File: src/rtl/kb_event_fifo.sv
// Keyboard event queue: converts the level-type key code from kb_driver into
// press/typematic-repeat events, buffers them in a FWFT FIFO and raises a level IRQ.
module kb_event_fifo #(
  parameter int DEPTH         = 8,
  parameter int DELAY_CYCLES  = 25000000,
  parameter int REPEAT_CYCLES = 12500000
) (
  input  logic                     clk,
  input  logic                     rst,
  input  logic [7:0]               ascii,
  input  logic [4:0]               flags,
  input  logic                     rd_en,
  input  logic                     irq_en,
  output logic [31:0]              kb_word,
  output logic [$clog2(DEPTH):0]   count,
  output logic                     overflow,
  output logic                     irq
);

  localparam int AW   = $clog2(DEPTH);
  localparam int CW   = AW + 1;
  localparam int TMAX = ((DELAY_CYCLES > REPEAT_CYCLES) ? DELAY_CYCLES : REPEAT_CYCLES) - 1;
  localparam int TW   = (TMAX > 0) ? $clog2(TMAX + 1) : 1;

  localparam logic [TW-1:0] DLY_LAST = TW'(DELAY_CYCLES - 1);
  localparam logic [TW-1:0] RPT_LAST = TW'(REPEAT_CYCLES - 1);
  localparam logic [CW-1:0] FULL     = CW'(DEPTH);

  typedef enum logic [1:0] {IDLE, HOLD_DELAY, HOLD_REPEAT} state_e;

  state_e          state_q, state_d;
  logic [TW-1:0]   timer_q, timer_d;
  logic [7:0]      key_q, key_d;

  logic [DEPTH-1:0][12:0] mem_q;
  logic [AW-1:0]   wr_ptr_q, wr_ptr_d;
  logic [AW-1:0]   rd_ptr_q, rd_ptr_d;
  logic [CW-1:0]   count_q, count_d;
  logic [12:0]     head_q, head_d;
  logic            overflow_q, overflow_d;
  logic            irq_q, irq_d;

  logic            push_req;
  logic [12:0]     push_data;
  logic [TW-1:0]   last_cnt;
  logic            do_push, do_pop, full;

  // Event generator: one push on a new key, then repeats while the same key stays held
  always_comb begin
    state_d   = state_q;
    timer_d   = timer_q;
    key_d     = key_q;
    push_req  = 1'b0;
    push_data = {flags, ascii};
    last_cnt  = (state_q == HOLD_REPEAT) ? RPT_LAST : DLY_LAST;
    unique case (state_q)
      IDLE: begin
        if (ascii != 8'd0) begin
          push_req = 1'b1;
          key_d    = ascii;
          timer_d  = '0;
          state_d  = HOLD_DELAY;
        end
      end
      HOLD_DELAY, HOLD_REPEAT: begin
        if (ascii == 8'd0) begin
          timer_d = '0;
          state_d = IDLE;
        end else if (ascii != key_q) begin
          push_req = 1'b1;
          key_d    = ascii;
          timer_d  = '0;
          state_d  = HOLD_DELAY;
        end else if (timer_q == last_cnt) begin
          push_req  = 1'b1;
          push_data = {flags, key_q};
          timer_d   = '0;
          state_d   = HOLD_REPEAT;
        end else begin
          timer_d = timer_q + 1'b1;
        end
      end
      default: state_d = IDLE;
    endcase
  end

  // FIFO bookkeeping; a full FIFO still accepts a push when the same cycle pops
  always_comb begin
    full       = (count_q == FULL);
    do_pop     = rd_en && (count_q != '0);
    do_push    = push_req && (!full || do_pop);
    overflow_d = overflow_q | (push_req && full && !do_pop);
    count_d    = count_q + CW'(do_push) - CW'(do_pop);
    wr_ptr_d   = do_push ? wr_ptr_q + 1'b1 : wr_ptr_q;
    rd_ptr_d   = do_pop  ? rd_ptr_q + 1'b1 : rd_ptr_q;
    irq_d      = irq_en && (count_d != '0);
    // The freshly written slot becomes head only when the FIFO drains to it this cycle
    if (count_d == '0)
      head_d = '0;
    else if (do_push && (wr_ptr_q == rd_ptr_d))
      head_d = push_data;
    else
      head_d = mem_q[rd_ptr_d];
  end

  always_ff @(posedge clk) begin
    if (rst) begin
      state_q    <= IDLE;
      timer_q    <= '0;
      key_q      <= '0;
      wr_ptr_q   <= '0;
      rd_ptr_q   <= '0;
      count_q    <= '0;
      head_q     <= '0;
      overflow_q <= 1'b0;
      irq_q      <= 1'b0;
    end else begin
      state_q    <= state_d;
      timer_q    <= timer_d;
      key_q      <= key_d;
      wr_ptr_q   <= wr_ptr_d;
      rd_ptr_q   <= rd_ptr_d;
      count_q    <= count_d;
      head_q     <= head_d;
      overflow_q <= overflow_d;
      irq_q      <= irq_d;
    end
  end

  always_ff @(posedge clk) begin
    if (!rst && do_push)
      mem_q[wr_ptr_q] <= push_data;
  end

  assign kb_word  = {19'd0, head_q};
  assign count    = count_q;
  assign overflow = overflow_q;
  assign irq      = irq_q;

endmodule

File: config.mk
export PLATFORM = sky130hd
export DESIGN_NAME = kb_event_fifo
export DESIGN_NICKNAME = d
export VERILOG_FILES = /design/src/rtl/kb_event_fifo.sv
export SDC_FILE = /design/constraint.sdc
export NUM_CORES = 1
export LEC_CHECK = 0
export ABC_AREA = 1
export ABC_CLOCK_PERIOD_IN_PS = 6120
export BUFFER_PORTS_ARGS = -buffer_cell sky130_fd_sc_hd__buf_2
export CORE_AREA = 4 4 143 145
export CTS_BUF_LIST = sky130_fd_sc_hd__clkbuf_4 sky130_fd_sc_hd__clkbuf_8
export DETAILED_ROUTE_END_ITERATION = 12
export DIE_AREA = 0 0 147 149
export PLACE_DENSITY_LB_ADDON = 0.15
export RECOVER_POWER = 100
export SLEW_MARGIN = 20
export SYNTH_ARGS = -nofsm -noshare
export SYNTH_HDL_FRONTEND = slang
export SYNTH_SLANG_ARGS = --single-unit
File: constraint.sdc
create_clock -name clk -period 6.12 [get_ports clk]
set_clock_uncertainty 0.1 [all_clocks]
set_input_delay 1.224 -clock clk [delete_from_list [all_inputs] [get_ports clk]]
set_output_delay 1.224 -clock clk [all_outputs]
set_load 0.005 [all_outputs]
==> Yosys cells after proc, flatten, opt, wreduce, memory -nomap -nowiden <==
Index checks and enable logic that the tools add are counted.
{ "totals": {"ff_bits": 164, "input_bits": 17, "out_inout_bits": 38, "elab_cells": 91} }
{ "op_classes": {"add_sub_neg": 5, "magnitude_cmp": 3, "eq_ne": 10, "n_mux": 31, "bitwise_logic": 1, "n_reduce_logical": 24} }
{ "ops": {"columns": ["operator", "n"], "rows": [
  ["$mux 25", 5],
  ["$bwmux 104", 1],
  ["$mux 8", 7],
  ["$pmux 25 s2", 1],
  ["$bmux 13 s3", 1],
  ["$demux 13 s3", 1],
  ["$mux 13", 3],
  ["$add 25x1->25 const B", 1],
  ["$eq 25x25->1", 1],
  ["$pmux 8 s2", 1],
  ["$logic_and 1x1->1", 8],
  ["$logic_not 8->1", 1],
  ["$lt 3x4->1 const B", 2],
  ["$mux 2", 4],
  ["$ne 8x8->1", 1],
  ["$reduce_bool 4->1", 2],
  ["$reduce_bool 8->1", 1],
  ["$add 3x1->3 const B", 2],
  ["$ne 2x2->1 const B", 3],
  ["$add 4x1->4", 1],
  ["$eq 4x4->1 const B", 1],
  ["$logic_not 4->1", 1],
  ["$mux 1", 4],
  ["$ne 4x4->1 const B", 1],
  ["other kinds (16)", 20]
]} }

==> Depth between registers and ports, before layout <==
Gate-level depths: netlist of run 1.
{ "logic_depth": {"word_depth": 12, "mapped_depth": 27} }

==> Least setup slack after synthesis of run 1 <==
OpenSTA, ideal clock, no wires.
{ "synth_path": {"kind": "input -> register", "startpoint": "input port ascii[3]", "endpoint": "register head_q[10]", "setup_ps": 113, "arrival_time_ps": 3486, "t_required_ps": 5907, "setup_slack_ps": 2421, "cell_stages": 20, "path_buffers": 1, "cell_sequence": "xor2_1 -> nor2_1 -> nand2_1 -> nor2_1 -> nand2_1 -> nand2_1 -> nand2_2 -> nand3_2 -> inv_2 -> nand2_1 -> nand2_1 -> ha_1 -> fa_1 -> xnor2_1 -> nand2_1 -> nor3_1 -> nor2_1 -> buf_2 -> nand2_1 -> nor2_1"} }
{ "synth_via": {"elab_chain_cells": 9} }
{ "synth_rtl": {"columns": ["item", "line", "source"], "rows": [
  ["from (decl)", "10", "input logic [7:0] ascii,"],
  ["$ne 8x8->1", "69", "end else if (ascii != key_q) begin"],
  ["$mux 1", "69", null],
  ["$mux 1", "66", "if (ascii == 8'd0) begin"],
  ["$pmux 1 s2 (*)", "56", "unique case (state_q)"],
  ["$logic_and 1x1->1 (*)", "91", "do_push = push_req && (!full || do_pop);"],
  ["$add 4x1->4", "93", "count_d = count_q + CW'(do_push) - CW'(do_pop);"],
  ["$sub 4x1->4", "93", null],
  ["$logic_not 4->1", "98", "if (count_d == '0)"],
  ["$reduce_or 2->1 (no source line)", null, null],
  ["to (signal assigned)", "114", "head_q <= '0;"],
  ["to (signal assigned)", "124", "head_q <= head_d;"],
  ["to (decl)", "39", "logic [12:0] head_q, head_d;"]
]} }
Mark *: on every way between the ends. The rest lies on a longest branch, timed or not.
A chain may end at the register's enable or synchronous reset.

==> Worst setup path after layout of run 1 <==
{ "layout_path": {"startpoint": "input port ascii[7]", "endpoint": "register head_q[5]"} }
{ "layout_via": {"elab_chain_cells": 9} }
{ "layout_rtl": {"columns": ["item", "line"], "rows": [
  ["$ne 8x8->1", "69"],
  ["$mux 1", "69"],
  ["$mux 1", "66"],
  ["$pmux 1 s2", "56"],
  ["$logic_and 1x1->1", "91"],
  ["$add 4x1->4", "93"],
  ["$sub 4x1->4", "93"],
  ["$logic_not 4->1", "98"],
  ["$reduce_or 2->1 (no source line)", null]
]} }
Several ways; a longest one is shown, not always the timed one.

==> flow_metrics.tcl, run 1 <==
set metrics [dict create \
    hold_violations 0 \
    gp_congestion 0.768 \
    vias 5401 \
    fin_crit_sh 0.740 \
    setup_violations 0 \
    ff2ff_setup_slack_ps 2100 \
    ios 55 \
    cts_resized 0 \
    synth_cell_type_count 38 \
    cp-start-kind "input pin" \
    vdd_drop_max_v 0.000152 \
    synthAdderAreaFrac 0.0209 \
    path_cells "clkbuf_1, xor2_1, nor2_1, nand2_1, nor2_1, nand2_1, nand2_1, nand2_1, nand3_1, inv_1, nand2_1, nand2_1, ha_1, fa_1, xnor2_1, nand2_1, nor3_1, nor2_1, clkbuf_1, nand2_1, nor2_1" \
    grt_pass1_wl_mm 28.5 \
    critPathMaxStageDelay_ps 700 \
    post-route-min-period_ps 4530 \
    cts_made_buffers 17 \
    routed_wl_mm 17.7 \
    async_reset_ff_frac 0 \
    port_buffers 35 \
    antennaDiodeCount 0 \
    die_x_um 147 \
    finalInstanceArea_mm2 0.00827 \
    rows 51 \
    maxSlewHeadroom -0.154 \
    violations "capacitance limit, slew limit" \
    synth_xor_area_frac 0.0255 \
    max-cap-violations 1 \
    ys_seq_elements 164 \
    synthCells 839 \
    synth-compound-area-share 0.0780 \
    tightest_slew_ps 1710 \
    critPathTopFamily "simple AND/OR/NAND/NOR gates" \
    drive_above_1_share 0.0658 \
    coreArea_mm2 0.0192 \
    h-tree-depth 4 \
    setup_ws_ps 1590 \
    via_per_inst 4.71 \
    status "finished with violations" \
    final_nets 897 \
    avgSynthCellArea_um2 9.00 \
    clock_sink_count 164 \
    cts_setup_buffers 0 \
    pre_cts_ws_ps 1800 \
    first_iter_violations 334 \
    ant_nets 0 \
    place_inst 1114 \
    holdCritPathClass "reg2reg" \
    critPathCaptureType "flip-flop" \
    place_area_mm2 0.00791 \
    ys_seq_area_frac 0.573 \
    holdBufCountCts 0 \
    power_density_mw_per_mm2 417 \
    clk_pin_slew_ps 90 \
    synth_top_family_by_area "simple AND/OR/NAND/NOR gates" \
    drcViolationCount 0 \
    synth_edf_count 104 \
    yosys_warnings 0 \
    clockRootBuffer "clkbuf_8" \
    setup_tns_ps 0 \
    cp_slowest_cell "clkbuf_1" \
    final_cell_mix "nand2_1 (207), nor2_1 (116), edfxtp_1 (104), inv_1 (72), dfxtp_1 (60)" \
    cts_max_path_buffers 2 \
    antenna_found_initial 1 \
    cpMostUsedCell "nand2_1" \
    grt_max_degree 53 \
    muxShareOfSynthArea 0 \
    slew_violations 8 \
    start_util 0.393 \
    final_cells 1146 \
    crit_type "in2reg" \
    rsz0062_at_grt "false" \
    netlist_area_mm2 0.00755 \
    ys.flop_type "edfxtp_1" \
    reg2reg_depth 15 \
    synthSimpleGateAreaFrac 0.225 \
    clock_latency_ps 450 \
    cts_tree "yes" \
    grt_pass1_vias 5243 \
    wl_per_cell_um 15.4 \
    grt_overflow_total 0 \
    fmax_ghz 0.221 \
    syn_to_final_growth_pct 9.44 \
    die_area_mm2 0.0219 \
    n_fill_cell 1937 \
    final_common_cell "nand2_1" \
    grt_usage 0.168 \
    required_ps 6410 \
    fp.dieH_um 149 \
    cp.arrival_ps 4810 \
    crit_cells 21 \
    dp_hpwl_mm 11.2 \
    holdPathStages 1 \
    drtPass1Iterations 6 \
    crit_fanout 13 \
    p_leak_nw 3.22 \
    path_buf_inv 3 \
]
==> stage by stage <==
stage               power, W  utilization  hold WS, ps
floorplan            0.00227            -          353
global placement     0.00262        0.412          345
detailed placement   0.00262        0.412          353
CTS                  0.00352        0.435          383
global route         0.00372        0.430          407
finish               0.00345        0.430          380
==> worst register-to-register path, cell delays in order (launching register included) <==
cell and delay [ps]:
dfxtp_1 330, inv_1 80, ha_1 260, inv_1 90
nand2_1 70, nand2_1 40, nor2_1 90, nand2_1 70
nor2_2 110, nand2_1 80, nand2_1 60, nand2_1 40
nand2_1 150, nand3_1 180, nor4_1 1330, clkbuf_1 550
==> Yosys cell counts (all sizes together), types with 2 or more instances <==
cell      n  area share
nor4      2      0.0017
nor3     10      0.0073
edfxtp  104        0.41
o21ai    69       0.046
a21oi    25       0.017
nand3    47       0.032
buf      36       0.031
nor2    119       0.061
o22ai     2      0.0017
nand3b    2      0.0020
nand4     4      0.0053
ha       11       0.018
inv      76       0.038
clkbuf   17      0.0086
dfxtp    60        0.16
o211ai   10      0.0099
nor3b     3      0.0030
nand2   214        0.11
xor2     18       0.021
xnor2     4      0.0046
==> where the power goes <==
group	total [W]	switching [W]	internal, W
registers	0.00135	0.0000554	0.00129
logic	0.00121	0.000836	0.000370
clock network	0.000894	0.000430	0.000464
total	0.00345	0.00132	0.00213
==> metal layers <==
| layer | track usage | vias to the layer above | wire length (um) |
|---|---|---|---|
| met1 | 0.233 | 2498 | 8640 |
| met2 | 0.265 | 115 | 8010 |
| met4 | 0.0480 | 2 | 236 |
| li1 | - | 2762 | - |
| met3 | 0.0380 | 24 | 769 |
| met5 | 0 | - | 13 |
==> worst paths after layout <==
path,from,endpoint
max,ascii[7],head_q[5]
min,overflow,overflow
max reg2reg,state_q[0],mem_q[35]
min reg2reg,overflow,overflow
==> cell families after synthesis <==
group | Yosys count
XOR/XNOR | 22
buffers and inverters | 129
other | 1
AO/OA/AOI/OAI | 110
adder cells (fa/ha/maj) | 12
AND/OR/NAND/NOR | 401
flip-flops | 164
==> registers in the layout, indices dropped and copies added (netlist names) <==
name	count
count	4
head_q	13
irq	1
key_q	8
mem_q	104
overflow	1
rd_ptr_q	3
state_q	2
timer_q	25
wr_ptr_q	3
==> area by class of cell <==
| type | count | area, um2 | area share |
|---|---|---|---|
| flip-flops and latches | 164 | 4320 | 0.523 |
| multi-input cells | 564 | 2690 | 0.325 |
| well taps | 265 | 332 | 0.0401 |
| inverters | 76 | 285 | 0.0345 |
| clock buffers | 18 | 241 | 0.0292 |
| clock inverters | 14 | 213 | 0.0257 |
| repair buffers | 45 | 184 | 0.0223 |
Power figures use the tool's default switching activity.
==> run 2: changes to the inputs <==
- ABC_CLOCK_PERIOD_IN_PS: 6120 -> 3990
- clock period: 6.12 -> 3.99 ns (I/O delays scaled with it)
==> run 2 against run 1 <==
Against the previous run: global-route usage fell by 0.15 points; critical path depth fell by 5; the flow still finishes with violations (capacitance limit, slew limit); critical path type is now reg2reg; critical endpoint is now mem_q[12]; via count rose by 2.0%; largest power group unchanged; routed wire length rose by 1.1%; register-to-register slack got worse by 1600 ps.
==> flow_metrics.tcl, run 2 (same netlist as run 1, synthesis figures left out) <==
set metrics [dict create \
    violations "capacitance limit, slew limit" \
    cts_resized 0 \
    holdPathStages 1 \
    met3_usage 0.0398 \
    cts_tree "yes" \
    crit_type "reg2reg" \
    rows 51 \
    largest_register_ffs 104 \
    ant_nets 0 \
    antennaDiodeCount 0 \
    gp_congestion 0.813 \
    drive_above_1_share 0.0761 \
    top_register "mem_q" \
    syn_to_final_growth_pct 9.87 \
    grt_max_degree 53 \
    fin_crit_sh 0.887 \
    dp_hpwl_mm 11.0 \
    setup_violations 0 \
    routed_wl_mm 17.9 \
    fmax_ghz 0.283 \
    grt_pass1_wl_mm 28.3 \
    coreArea_mm2 0.0192 \
    place_inst 1127 \
    reg_top3 "mem_q: 104 flops, timer_q: 25 flops, head_q: 13 flops" \
    final_cells 1159 \
    clk_pin_slew_ps 90 \
    grt_usage 0.166 \
    port_buffers 35 \
    first_iter_violations 303 \
    p_leak_nw 3.25 \
    wl_per_cell_um 15.4 \
    p_total_w 0.00520 \
    reg2reg_depth 16 \
    slew_violations 50 \
    via_per_inst 4.75 \
    cts_setup_buffers 0 \
    drtPass1Iterations 5 \
    critPathCaptureType "flip-flop" \
    clockRootBuffer "clkbuf_8" \
    multi_input_area_mm2 0.00269 \
    required_ps 3970 \
    grtUsageMet2 0.281 \
    clock_latency_ps 450 \
    clock_sink_count 164 \
    grt_pass1_vias 5249 \
    vias 5508 \
    grt_overflow_total 0 \
    cts_made_buffers 17 \
    rsz0062_at_grt "false" \
    final_nets 910 \
    die_x_um 147 \
    post-route-min-period_ps 3540 \
    drcViolationCount 0 \
    vdd_drop_max_v 0.000348 \
    power_density_mw_per_mm2 626 \
    max-cap-violations 1 \
    status "finished with violations" \
    h-tree-depth 4 \
    cp-start-kind "flip-flop" \
    maxSlewHeadroom -0.233 \
    fp.dieH_um 149 \
    cts_max_path_buffers 2 \
    tightest_slew_ps 1850 \
    final_util 0.432 \
    cp.arrival_ps 3510 \
    setup_tns_ps 0 \
    final_common_cell "nand2_1" \
    antenna_found_initial 1 \
    n_fill_cell 1941 \
    holdCritPathClass "reg2reg" \
    seq_area_mm2 0.00432 \
    crit_fanout 10 \
    die_area_mm2 0.0219 \
    ios 55 \
    top_usage_layer "met2" \
    holdBufCountCts 0 \
    final_cell_mix "nand2_1 (206), nor2_1 (117), edfxtp_1 (104), inv_1 (73), dfxtp_1 (60)" \
    grt_util_met1 0.215 \
    hold_violations 0 \
    start_util 0.393 \
]
run 2: final cells by class:
type                    count  share of cell area
clock buffers              17              0.0282
flip-flops and latches    164               0.521
well taps                 265              0.0400
clock inverters            15              0.0210
repair buffers             58              0.0317
multi-input cells         564               0.324
inverters                  76              0.0344
run 2: where the power goes:
| group | internal, W | switching (W) |
|---|---|---|
| Clock | 0.000574 | 0.000665 |
| Sequential | 0.00198 | 0.0000727 |
| Combinational | 0.000612 | 0.00129 |
| Total | 0.00316 | 0.00203 |
run 2: through the flow:
step	setup slack (ps)	area, um2	hold WS (ps)
6_report	452	8300	369
2_1_floorplan	717	7620	353
3_5_place_dp	216	8030	353
4_1_cts	486	8440	375
3_3_place_gp	285	8030	347
5_1_grt	93.8	8300	395
run 2: worst max-delay path, cell delays in order (launching register included):
cell      delay [ps]
dfxtp_1          390
ha_1             290
inv_1             90
nand2_1           70
nand2_1           40
nor2_1            70
nand2_1           70
nor2_1           160
nand2_1           90
nand2_1           60
nand2_1           50
nand2_2          110
nand3_1          100
inv_1            130
nand3_1          160
nor2_1           380
clkbuf_1         780
run 2: final timing paths:
check             startpoint        end  slack (ps)
setup / recovery  state_q[1]  mem_q[12]         450
hold reg to reg     overflow   overflow         370
setup reg to reg  state_q[1]  mem_q[12]         450
hold / removal      overflow   overflow         370
run 2: metal layers:
metal  wire (um)  up-vias  part of all wire
li1            -     2792                 -
met1        8300     2571              0.46
met2        8400      118              0.47
met3         897       25             0.050
met4         242        2             0.014
met5          20        -            0.0011
==> run 3: changes to the inputs <==
- REMOVE_ABC_BUFFERS: default -> 1
==> run 3 against run 2 <==
Against the previous run: the run now ends clean; first-iteration DRC count grew 6.6%; routed wire length rose by 0.14%; die area did not move; worst setup slack got worse by 21 ps; count of clock-buffer cells in the layout up 2; maximum frequency fell by 0.60%; non-clock buffer count rose by 5; highest routed layer unchanged; critical endpoint is now head_q[6]; via count shrank 1.2%; core utilization barely moved.
==> flow_metrics.tcl, run 3 (same netlist as run 1, synthesis figures left out) <==
set metrics [dict create \
    final_util 0.432 \
    setup_violations 0 \
    port_buffers 35 \
    rsz0062_at_grt "false" \
    clockRootBuffer "clkbuf_8" \
    final_nets 915 \
    vias 5444 \
    slew_violations 0 \
    cts_max_path_buffers 2 \
    grt_pass1_wl_mm 28.3 \
    first_iter_violations 323 \
    post-route-min-period_ps 3560 \
    crit_fanout 13 \
    ant_nets 0 \
    r2r-end "head_q[6]" \
    r2r-start "state_q[0]" \
    ios 55 \
    reg_top3 "mem_q: 104 flops, timer_q: 25 flops, head_q: 13 flops" \
    crit_type "reg2reg" \
    clock_latency_ps 450 \
    vdd_drop_max_v 0.000201 \
    holdCritPathClass "reg2reg" \
    timing.hold.ws_ps 376 \
    clock_sink_count 164 \
    grt_max_degree 29 \
    antennaDiodeCount 0 \
    holdPathStages 2 \
    h-tree-depth 4 \
    max-cap-violations 0 \
    critPathCaptureType "flip-flop" \
    hold_violations 0 \
    start_util 0.393 \
    top_register "mem_q" \
    fmax_ghz 0.281 \
    grt_pass1_vias 5143 \
    largest_register_ffs 104 \
    required_ps 4220 \
    p_leak_nw 3.24 \
    drtPass1Iterations 5 \
    cts_resized 0 \
    wl_per_cell_um 15.4 \
    via_per_inst 4.68 \
    reg2reg_depth 24 \
    ff2ff_setup_slack_ps 430 \
    final_common_cell "nand2_1" \
    fp.dieH_um 149 \
    syn_to_final_growth_pct 9.84 \
    min_from "key_q[6]" \
    final_cell_mix "nand2_1 (206), nor2_1 (116), edfxtp_1 (104), inv_1 (71), dfxtp_1 (60)" \
    grt_overflow_total 0 \
    status "finished clean" \
    maxSlewHeadroom 0.239 \
    place_area_mm2 0.00807 \
    rows 51 \
    gp_congestion 0.807 \
    setup_tns_ps 0 \
    drive_above_1_share 0.0779 \
    fin_crit_sh 0.892 \
    finalInstanceArea_mm2 0.00830 \
    dp_hpwl_mm 11.3 \
    hold_path_end "key_q[6]" \
    cp-start-kind "flip-flop" \
    grt_usage 0.167 \
    drcViolationCount 0 \
    cts_setup_buffers 0 \
    holdBufCountCts 0 \
    antenna_found_initial 1 \
    die_x_um 147 \
    routed_wl_mm 17.9 \
    clk_pin_slew_ps 90 \
    coreArea_mm2 0.0192 \
    tightest_slew_ps 1140 \
    cp.arrival_ps 3790 \
    cts_tree "yes" \
    die_area_mm2 0.0219 \
    power_density_mw_per_mm2 620 \
    cts_made_buffers 17 \
]
run 3: cell count changes in the layout (fill, tap and decap cells not counted), moves of 2 or more:
cell      previous run  this run
inv_2                3         5
inv_1               73        71
buf_4                7         9
clkinv_1             0         2
clkbuf_1            38        42
clkinv_2             3         0
run 3: area by class of cell:
cell class	instances	area, um2
clock inverters	13	125
repair buffers	63	285
multi-input cells	564	2690
flip-flops and latches	164	4320
well taps	265	332
inverters	76	285
fillers	1916	10900
clock buffers	19	255
run 3: report_power, final:
group / internal, W / switching (W) / total, W / leakage (nW)
combinational: 0.000624 / 0.00131 / 0.00194 / 1.62
clock: 0.000527 / 0.000630 / 0.00116 / 0.188
sequential: 0.00198 / 0.0000723 / 0.00205 / 1.43
run 3: how the worst max path moves through the flow:
stage,start,endpoint,slack (ps),depth (start not counted)
detailed placement,ascii[2],head_q[3],200,21
global placement,ascii[2],head_q[11],320,21
finish,state_q[0],head_q[6],430,24
floorplan,ascii[3],head_q[0],700,19
CTS,state_q[0],head_q[6],390,24
global route,state_q[0],head_q[6],50,23
run 3: metal layers:
layer  global-route usage  share of wire
met5                    0        0.00067
met4               0.0349         0.0067
met3               0.0395          0.041
met1                0.217           0.46
met2                0.288           0.50
run 3: critical path: stages (launching register included):
cell and delay, ps:
dfxtp_1 340, inv_1 90, ha_1 260, inv_1 90
nand2_1 70, nand2_1 40, nor2_1 90, nand2_1 70
nor2_2 120, nand2_1 80, nand2_1 60, nand2_1 60
nand2_2 100, nand2_1 90, nand2_1 160, nand2_1 80
ha_1 210, fa_1 390, xnor2_1 230, nand2_1 80
nor3_1 210, nor2_1 70, buf_4 220, nand2_1 90
nor2_1 40
run 3: per-stage QoR:
step / setup WS (ps) / power, W / cells
floorplan: 702 / 0.00337 / 804
global placement: 325 / 0.00411 / 1132
detailed placement: 201 / 0.00411 / 1132
CTS: 394 / 0.00527 / 1164
global route: 46.1 / 0.00556 / 1164
finish: 430 / 0.00514 / 1164
